File: src/rtl/hex_entry_encoder.sv
// Hex keypad entry encoder: accumulates hex digits MSD-first into a binary
// value, with backspace, clear and commit, feeding the calculator datapath.
module hex_entry_encoder #(
  parameter int MAX_DIGITS = 8,
  localparam int W = 4 * MAX_DIGITS
) (
  input  logic         clk,
  input  logic         reset,
  input  logic         key_digit_stb,
  input  logic [3:0]   key_digit,
  input  logic         key_back_stb,
  input  logic         key_clear_stb,
  input  logic         key_enter_stb,
  output logic [W-1:0] entry_value,
  output logic [3:0]   digit_count,
  output logic [W-1:0] committed_value,
  output logic         commit_valid,
  output logic         committed,
  output logic         overflow
);

  typedef enum logic [1:0] {
    EMPTY     = 2'd0,
    ENTRY     = 2'd1,
    COMMITTED = 2'd2
  } state_e;

  localparam logic [3:0] FULL_COUNT = 4'(MAX_DIGITS);

  state_e         state_q, state_d;
  logic [W-1:0]   entry_q, entry_d;
  logic [3:0]     count_q, count_d;
  logic [W-1:0]   commit_val_q, commit_val_d;
  logic           commit_valid_q, commit_valid_d;
  logic           overflow_q, overflow_d;

  // NOTE: every signal gets a default before the case logic so partial
  // assignment paths cannot infer latches.
  always_comb begin
    state_d        = state_q;
    entry_d        = entry_q;
    count_d        = count_q;
    commit_val_d   = commit_val_q;
    commit_valid_d = 1'b0;
    overflow_d     = 1'b0;

    // Priority chain: only the highest-priority strobe acts.
    if (key_clear_stb) begin
      entry_d = '0;
      count_d = '0;
      state_d = EMPTY;
    end else if (key_enter_stb) begin
      if (state_q != COMMITTED) begin
        commit_val_d   = entry_q;
        commit_valid_d = 1'b1;
        state_d        = COMMITTED;
      end
    end else if (key_back_stb) begin
      if (state_q == ENTRY) begin
        entry_d = entry_q >> 4;
        count_d = count_q - 4'd1;
        if (count_q == 4'd1) state_d = EMPTY;
      end
    end else if (key_digit_stb) begin
      if (state_q == ENTRY) begin
        if (count_q == FULL_COUNT) begin
          overflow_d = 1'b1;
        end else begin
          entry_d = (entry_q << 4) | W'(key_digit);
          count_d = count_q + 4'd1;
        end
      end else if (key_digit == 4'h0) begin
        // Leading zero is never counted; a fresh entry after commit starts empty.
        entry_d = '0;
        count_d = '0;
        state_d = EMPTY;
      end else begin
        entry_d = W'(key_digit);
        count_d = 4'd1;
        state_d = ENTRY;
      end
    end
  end

  // NOTE: sequential state uses non-blocking assignments so all registers
  // update together from pre-edge values.
  always_ff @(posedge clk) begin
    if (reset) begin
      state_q        <= EMPTY;
      entry_q        <= '0;
      count_q        <= '0;
      commit_val_q   <= '0;
      commit_valid_q <= 1'b0;
      overflow_q     <= 1'b0;
    end else begin
      state_q        <= state_d;
      entry_q        <= entry_d;
      count_q        <= count_d;
      commit_val_q   <= commit_val_d;
      commit_valid_q <= commit_valid_d;
      overflow_q     <= overflow_d;
    end
  end

  assign entry_value     = entry_q;
  assign digit_count     = count_q;
  assign committed_value = commit_val_q;
  assign commit_valid    = commit_valid_q;
  assign committed       = (state_q == COMMITTED);
  assign overflow        = overflow_q;

endmodule

File: config.mk
export PLATFORM = sky130hd
export DESIGN_NAME = hex_entry_encoder
export DESIGN_NICKNAME = d
export VERILOG_FILES = /design/src/rtl/hex_entry_encoder.sv
export SDC_FILE = /design/constraint.sdc
export NUM_CORES = 1
export LEC_CHECK = 0
export CAP_MARGIN = 20
export CORE_ASPECT_RATIO = 0.6
export CORE_MARGIN = 2
export CORE_UTILIZATION = 65
export DETAILED_ROUTE_END_ITERATION = 7
export DONT_BUFFER_PORTS = 1
export GPL_TIMING_DRIVEN = 0
export PLACE_DENSITY = 0.87
export SLEW_MARGIN = 20
export SYNTH_ARGS = -nofsm -noshare
export SYNTH_HDL_FRONTEND = slang
export SYNTH_SLANG_ARGS = --single-unit
File: constraint.sdc
create_clock -name clk -period 2.7 [get_ports clk]
set_input_delay 0.405 -clock clk [delete_from_list [all_inputs] [get_ports clk]]
set_output_delay 0.405 -clock clk [all_outputs]
set_load 0.01 [all_outputs]
* Word level (Yosys, flattened, before mapping)
Cells that the tools add are included.
** Storage, ports and cells
- Register bits :: 72
- Latch bits :: 0
- Bits in writable memories :: 0
- Memory bits (read-only) :: 0
- Input port bits :: 10
- Output and inout port bits :: 71
- Word-level logic and storage cells :: 55
- Memories :: 0
** Operators by class
- Add/sub/neg operators :: 2
- Multiply operators :: 0
- Divide/modulo/power cells :: 0
- $lt $le $gt $ge :: 0
- Equal/unequal tests :: 11
- Shift operators :: 0
- Mux-type cells :: 22
- Bitwise gates (word level) :: 5
- Reductions and logical operators :: 9
** Operators with widths (number)
- 32-bit two-way mux :: 5
- 32-bit by 4-bit OR with 32-bit output :: 1
- 4-bit two-way mux :: 6
- 2-bit two-way mux :: 7
- 3-bit by 1-bit != test with 1-bit output, second input constant :: 2
- 3-bit != test, second input constant :: 2
- 6-bit OR reduction :: 1
- 5-bit AND reduction :: 1
- 4-bit by 1-bit adder with 4-bit output, second input constant :: 1
- 4-bit by 1-bit equality test with 1-bit output, second input constant :: 1
- 4-bit equality test, second input constant :: 1
- 4-bit logical NOT :: 1
- 1-bit two-way mux :: 4
- 2-bit by 1-bit != test with 1-bit output, second input constant :: 2
- 1-bit NOT :: 4
- 4-bit AND reduction :: 1
- 4-bit by 1-bit subtractor with 4-bit output, second input constant :: 1
- 3-bit AND reduction :: 1
- 3-bit nonzero test :: 1
- 3-bit OR reduction :: 1
- 2-bit by 1-bit equality test with 1-bit output, second input constant :: 1
- 2-bit equality test, second input constant :: 1
- 2-bit != test, second input constant :: 1
- 2-bit nonzero test :: 1
- 2-bit OR reduction :: 1

* Depth between registers and ports, before layout
Gate-level depths: netlist of the first run.
- Word-level depth :: 6
- Mapped depth :: 7
- Depth with buffers taken out :: 6

* Least setup slack after synthesis of the first run
No wires, ideal clock.
- Kind :: input to register
- From :: input port reset
- To :: register state_q[0]
- Setup time :: 0.121 ns
- Arrival :: 1.455 ns
- Required time :: 2.579 ns
- Setup slack :: 1.124 ns
- Stages on the path :: 6
- Path buffers :: 3
- Cells stage by stage :: clkbuf_1 -> or2_2 -> clkbuf_1 -> buf_1 -> nor2_1 -> mux2_2
** On the way
- Longest elaborated chain between the ends :: 1
** RTL lines
- from (decl) :: RTL line 8 : input logic reset,
- 2-bit OR reduction (no line)
- to (signal assigned) :: RTL line 96 : state_q <= state_d;
- to (decl) :: RTL line 30 : state_e state_q, state_d;
Every way passes these cells.
A chain may end at the register's enable or synchronous reset.

* Worst setup path in the final report of the first run
- From :: register state_q[0]
- To :: register entry_q[18], in the netlist entry_value[18]
** On the way
- Longest elaborated chain between the ends :: 4
- Elaborated cells between the ends (all ways) :: 7
- Classes of those cells :: eq/ne: 3; mux: 3; reduce/logical: 1
** RTL lines
- 2-bit by 1-bit equality test with 1-bit output * :: RTL line 59, 65
- 32-bit two-way mux :: RTL line 65 : if (state_q == ENTRY) begin
- 32-bit two-way mux :: RTL line 64 : end else if (key_digit_stb) begin
- 32-bit two-way mux :: RTL line 58 : end else if (key_back_stb) begin
- to (signal assigned) :: RTL line 97 : entry_q <= entry_d;
- to (decl) :: RTL line 31 : logic [W-1:0] entry_q, entry_d;
Every way passes the cells marked *; elsewhere a longest branch is shown, timed or not. The select of a mux whose other input is x is not followed.

==> metrics.cfg, run 1 <==
[finish]
diodes=0
area.growth.synth_to_final_pct=8.48
fillCellCount=333
multi_input_area_um2=1590
final_area_um2=3510
fin_nets=403
seqCellArea_um2=1440
drive_gt1_share_pct=12.2

[run]
drv_cap=0

[synth]
ys_types=41
synth_fa_ha_area_share_pct=1.16
synth.avg_cell_area_um2=8.53
muxShareOfSynthArea_pct=1.90
synth-compound-area-share_pct=25.9
synth_seq_area_share_pct=44.6
synth_area_um2=3230
synth_top_family_by_area=compound AO/OA/AOI/OAI gates
syn_inst=379
synth_nets=392
ys.warnings.count=0
synth-xor-area-share_pct=0
synthSimpleGateAreaFrac_pct=20.2
synth-seq-cells=72

[power]
powerDensity_nw_per_um2=605
clock_power_share_pct=40.2
peakVddDrop_mv=0.435
p_comb_share_pct=7.6
pwr-share-seq_pct=52.2
p_switching_uw=562
p_leak_uw=0.00108
power_uw=2120
swShare_pct=26.5
internal-power_uw=1560

[clocking]
cts.path.max_buffers=2
cts_buffers=9
clkSinkCount=72
htree_num_levels=3
cts_resized=0
path_clk_slew_ns=0.08
cts-root-buf=clkbuf_8
cts_post_setup_buffers_inserted=0
cts_tree=built
insertion_delay_ns=0.36
cts_hold_buf=0

[sta]
fmax_ghz=0.521
relSlewSlack_pct=58.5
drv_slew=0
worst_pin_slew_ns=0.617
fin_hold_ws_ns=0.167
setup_viol=0
rsz0062_at_grt=no
setup_slack_ns=0.779
period_share_pct=71.2
fin_skew_ns=0.0107
period_needed_ns=1.92
setup_tns_ns=0
hold_violations=0

[grt]
grtUsageTotal_pct=33.1
grt_pass1_wl_um=13900
grt_pass1_vias=2785
grt_overflow=0
grt_max_degree=14
antenna_found_initial=0

[worst_setup_path]
timing.rr.start=state_q[0]$_SDFFE_PP0P_
cp.arrival_ns=2.15
startpoint_type=flop
cp.required_ns=2.93
worstPathMaxFanout=10
critPathKind=reg2reg
end_kind=flop
r2r_slack_ns=0.78
rr_worst_depth=5
r2r_end=entry_value[18]$_SDFFE_PP0P_

[die]
rows=19
die_h_um=58.6
start_util_pct=69.0
die-area_um2=5570
num_io_pins=81
core-area_um2=4680
die_w_um=95.1

[route]
wl_met2_um=3820
dr.pass1.iters=6
wirelength_um=8910
drc=0
highest_layer=met4
post_drt_wl_per_cell_um=19.5
vias=3068
detail_route.vias_per_cell=6.70
detail-route-antenna-nets=0
drt-met1-wl_um=3660
drt-initial-drc-count=422
dr_wl_met3_um=1230

[status]
status=completed

[place]
gp_congestion=0.891
dpl_cell_area_um2=3310
hpwl_um=6160
place_ws_ns=0.696
portBuffers=0

[hold_path]
holdPathEnd=overflow$_SDFF_PP0_
hold_depth=2
hold_class=in2reg
min_from=key_digit_stb

## power by group through the flow
stage	Sequential, uW	Combinational, uW	Clock, uW
after floorplan	1120	121	0
after global placement	1130	150	0
after detailed placement	1130	156	0
after CTS	1110	157	858
after global routing	1110	174	903
final	1110	161	852
## cells by family after synthesis
logic type | after synthesis
and+or+nand+nor | 121
DFF | 72
muxes | 6
AOI/OAI and AO/OA | 136
adders and majority gates | 3
buffers and inverters | 41
## cells in the mapped netlist
master / count / area [um^2]
nor2b_1: 1 / 6.26
mux2_2: 1 / 11.3
a311oi_1: 2 / 17.5
nor2_1: 5 / 18.8
buf_2: 9 / 45.0
a31oi_1: 3 / 18.8
dfxtp_1: 72 / 1440
inv_1: 5 / 18.8
nor2_2: 1 / 6.26
o21ai_0: 6 / 30.0
nor3_1: 2 / 10.0
nor4bb_1: 1 / 10.0
nand2_1: 65 / 244
mux2i_1: 5 / 50.1
o21bai_1: 1 / 7.51
and4b_4: 1 / 13.8
a21oi_4: 1 / 16.3
a211oi_2: 8 / 100
buf_6: 3 / 33.8
nor4_1: 3 / 18.8
ha_1: 3 / 37.5
and2b_1: 1 / 7.51
nand3b_1: 2 / 15.0
a211o_1: 1 / 8.76
a21oi_1: 90 / 450
or2_2: 1 / 6.26
nor4b_1: 1 / 8.76
clkbuf_1: 16 / 60.1
nand4_1: 5 / 31.3
a311oi_2: 1 / 15.0
buf_4: 4 / 30.0
or3_1: 2 / 12.5
a211oi_1: 21 / 158
nor3_2: 1 / 10.0
o2bb2ai_1: 1 / 8.76
buf_1: 4 / 15.0
nor3b_4: 1 / 18.8
nand2b_1: 3 / 18.8
nor3b_1: 24 / 180
a21o_1: 1 / 7.51
nand4b_2: 1 / 15.0
## critical path, cell delays in order (launching register included)
cell and delay (ns):
dfxtp_1 0.41, nor3b_4 0.44, nand4b_2 0.35, buf_2 0.30, a21oi_1 0.22, a211oi_2 0.08
## final cells by class
type | instances | share of cell area (%)
buffer | 36 | 5.24
clock buffer | 10 | 3.64
clock inverter | 6 | 1.93
inverter | 5 | 0.535
multi-input combinational | 266 | 45.3
sequential | 72 | 41.1
tap | 63 | 2.25
## placed cells by master, fill, tap and decap left out, types with 2 or more instances in the layout
cell type   instances
buf_2               9
nand2_1            65
or3_1               2
nor3_1              2
clkbuf_1           17
inv_1               5
nor2_1              5
o21ai_0             6
a31oi_1             3
nand3b_1            2
buf_6               3
nor3b_1            24
ha_1                3
clkbuf_8            9
nand4_1             5
buf_4               4
a211oi_2            8
clkinvlp_4          2
buf_1               4
a21oi_1            90
a311oi_1            2
mux2i_1             5
dfxtp_1            72
nor4_1              3
nand2b_1            3
a211oi_1           21
## worst max path at each step
stage | startpoint | to | slack [ns] | depth (start not counted)
floorplan | reset | state_q[0]$_SDFFE_PP0P_ | 1.12 | 6
global placement | reset | state_q[0]$_SDFFE_PP0P_ | 0.71 | 6
detailed placement | reset | state_q[0]$_SDFFE_PP0P_ | 0.70 | 6
CTS | state_q[0]$_SDFFE_PP0P_ | entry_value[18]$_SDFFE_PP0P_ | 0.84 | 5
global route | state_q[0]$_SDFFE_PP0P_ | committed_value[4]$_SDFFE_PP0P_ | 0.61 | 5
finish | state_q[0]$_SDFFE_PP0P_ | entry_value[18]$_SDFFE_PP0P_ | 0.78 | 5
## layer usage
metal | up-vias | global-route usage (%)
met4 | 0 | 10.8
li1 | 1379 | -
met1 | 1452 | 46.5
met3 | 29 | 12.4
met5 | - | 0
met2 | 208 | 47.3
## registers in the layout, summed over array words and instances (netlist names)
signal	flops
overflow	1
digit_count	4
commit_valid	1
entry_value	32
committed_value	32
state_q	2
## metrics by stage
step	instances	util, %
after floorplan	379	-
after global placement	442	70.7
after detailed placement	442	70.7
after CTS	458	74.9
after global routing	458	74.9
final	458	74.9
No activity file was read; power rests on OpenSTA's default activity.
==> run 2: changes to the inputs <==
--- a/config.mk
+++ b/config.mk
@@ -8,11 +8,11 @@
 export CAP_MARGIN = 20
 export CORE_ASPECT_RATIO = 0.6
 export CORE_MARGIN = 2
-export CORE_UTILIZATION = 65
+export CORE_UTILIZATION = 56
 export DETAILED_ROUTE_END_ITERATION = 7
 export DONT_BUFFER_PORTS = 1
 export GPL_TIMING_DRIVEN = 0
-export PLACE_DENSITY = 0.87
+export PLACE_DENSITY = 0.8
 export SLEW_MARGIN = 20
 export SYNTH_ARGS = -nofsm -noshare
 export SYNTH_HDL_FRONTEND = slang
==> constraint.sdc (replaced) <==
create_clock -name clk -period 1.6 [get_ports clk]
set_input_delay 0.24 -clock clk [delete_from_list [all_inputs] [get_ports clk]]
set_output_delay 0.24 -clock clk [all_outputs]
set_load 0.01 [all_outputs]
==> metrics.cfg, run 2 (synthesis results as in run 1) <==
[finish]
diodes=0  ; unchanged
layout_commonest_cell=a21oi_1  ; unchanged
fin_nets=408  ; was 403
drive_gt1_share_pct=19.0  ; was 12.2%
area.growth.synth_to_final_pct=14.0  ; was 8.48%
final_area_um2=3690  ; was 3510 um^2
final_cell_mix=a21oi_1 (90), dfxtp_1 (68), nand2_1 (65)  ; was a21oi_1 (90), dfxtp_1 (72), nand2_1 (65)

[die]
die-area_um2=6420  ; was 5570 um^2
num_io_pins=81  ; unchanged
die_h_um=62.9  ; was 58.6 um
core-area_um2=5570  ; was 4680 um^2
die_w_um=102  ; was 95.1 um
rows=21  ; was 19
start_util_pct=58.0  ; was 69.0%

[worst_setup_path]
startpoint_type=flop  ; unchanged
path_cells=nand2b_1 -> buf_2 -> clkbuf_4 -> nor3b_1 -> a21oi_1 -> a211oi_2  ; was nor3b_4 -> nand4b_2 -> buf_2 -> a21oi_1 -> a211oi_2
cp.arrival_ns=1.82  ; was 2.15 ns
critPathKind=reg2reg  ; unchanged
worstPathMaxFanout=10  ; unchanged
cp.required_ns=1.87  ; was 2.93 ns
cpPeakStageDelay_ns=0.36  ; was 0.44 ns
critPathSlowestCell=dfxtp_2  ; was nor3b_4
end_kind=flop  ; unchanged
rr_worst_depth=6  ; was 5

[clocking]
cts_tree=built  ; unchanged
insertion_delay_ns=0.35  ; was 0.36 ns
clkSinkCount=72  ; unchanged
cts_buffers=9  ; unchanged
htree_num_levels=3  ; unchanged
path_clk_slew_ns=0.08  ; about the same
cts-root-buf=clkbuf_8  ; unchanged
cts.path.max_buffers=2  ; unchanged

[sta]
period_needed_ns=1.55  ; was 1.92 ns
drv_slew=0  ; unchanged
fmax_ghz=0.646  ; was 0.521 GHz
fin_skew_ns=0.00556  ; was 0.0107 ns
relSlewSlack_pct=56.9  ; was 58.5%
period_share_pct=96.7  ; was 71.2%
worst_pin_slew_ns=0.641  ; was 0.617 ns
rsz0062_at_grt=yes  ; was no
hold_violations=0  ; unchanged
fin_hold_ws_ns=0.0923  ; was 0.167 ns
setup_slack_ns=0.0530  ; was 0.779 ns
setup_tns_ns=0  ; unchanged
setup_viol=0  ; unchanged

[route]
drt-met1-wl_um=3920  ; was 3660 um
dr.pass1.iters=5  ; was 6
dr_wl_met3_um=1060  ; was 1230 um
wl_met2_um=3780  ; was 3820 um
drt-initial-drc-count=223  ; was 422
post_drt_wl_per_cell_um=18.4  ; was 19.5 um
drc=0  ; unchanged
highest_layer=met4  ; unchanged
vias=2951  ; was 3068
wirelength_um=8820  ; was 8910 um
detail-route-antenna-nets=0  ; unchanged
detail_route.vias_per_cell=6.15  ; was 6.70

[status]
status=completed  ; unchanged

[grt]
grt_max_degree=14  ; unchanged
grt_pass1_wl_um=14000  ; was 13900 um
grt_overflow=0  ; unchanged
grtUsageTotal_pct=28.0  ; was 33.1%
antenna_found_initial=0  ; unchanged
grt_pass1_vias=2708  ; was 2785

[hold_path]
hold_class=in2reg  ; unchanged
hold_depth=3  ; was 2

[place]
hpwl_um=6240  ; was 6160 um
place_ws_ns=-0.214  ; was 0.696 ns
gp_congestion=0.878  ; was 0.891
dpl_cell_area_um2=3330  ; was 3310 um^2
portBuffers=0  ; unchanged

[power]
powerDensity_nw_per_um2=948  ; was 605 nW/um^2
p_leak_uw=0.00117  ; was 0.00108 uW
power_uw=3500  ; was 2120 uW
peakVddDrop_mv=0.555  ; was 0.435 mV

[run]
drv_cap=0  ; unchanged

[run 2: path summary, 6_finish.rpt]
kind                                                        from                          endpoint  slack [ns]
worst max-delay path                     state_q[1]$_SDFFE_PP0P_      entry_value[21]$_SDFFE_PP0P_        0.05
worst min-delay path                               key_clear_stb  committed_value[11]$_SDFFE_PP0P_        0.09
worst max register to register           state_q[1]$_SDFFE_PP0P_      entry_value[21]$_SDFFE_PP0P_        0.05
worst min register to register  committed_value[11]$_SDFFE_PP0P_  committed_value[11]$_SDFFE_PP0P_        0.50
[run 2: power breakdown]
part | leakage, uW | internal [uW] | switching [uW]
Clock | 0.0000907 | 619 | 721
Combinational | 0.000498 | 103 | 186
Sequential | 0.000585 | 1810 | 53.2
Total | 0.00117 | 2540 | 960
[run 2: worst max-delay path: cells and delay by family, from the launching register on]
family | cells | cell delay (ns)
DFF | 1 | 0.36
AOI/OAI and AO/OA | 2 | 0.31
buffers and inverters | 2 | 0.40
and+or+nand+nor | 2 | 0.39
[run 2: what timing repair did]
item | 4_1_cts | 5_1_grt
pin swaps | 1 | 3
hold buffers | 1 | 0
gates resized for setup | 19 | 26
hold endpoints to repair | 1 | 0
endpoints found under the setup margin | 67 | 48
buffers inserted | 2 | 3
[run 2: layer usage]
layer  up-vias  global-route usage (%)
met5         -                       0
met4         0                    8.33
met3        12                    9.06
met2       148                    39.5
met1      1401                    40.8
li1       1390                       -
[run 2: cell type report]
type	count	area (um^2)
Tap cell	80	100
Fill cell	473	1880
Sequential cell	72	1450
Clock inverter	5	38.8
Inverter	5	18.8
Multi-Input combinational cell	266	1670
Buffer	35	213
Timing Repair Buffer	6	47.5
Clock buffer	11	141
[run 2: stage by stage]
stage | instances | utilization [%]
after global routing | 480 | 66.2
after CTS | 477 | 64.3
after global placement | 459 | 59.8
after detailed placement | 459 | 59.8
after floorplan | 379 | -
final | 480 | 66.2
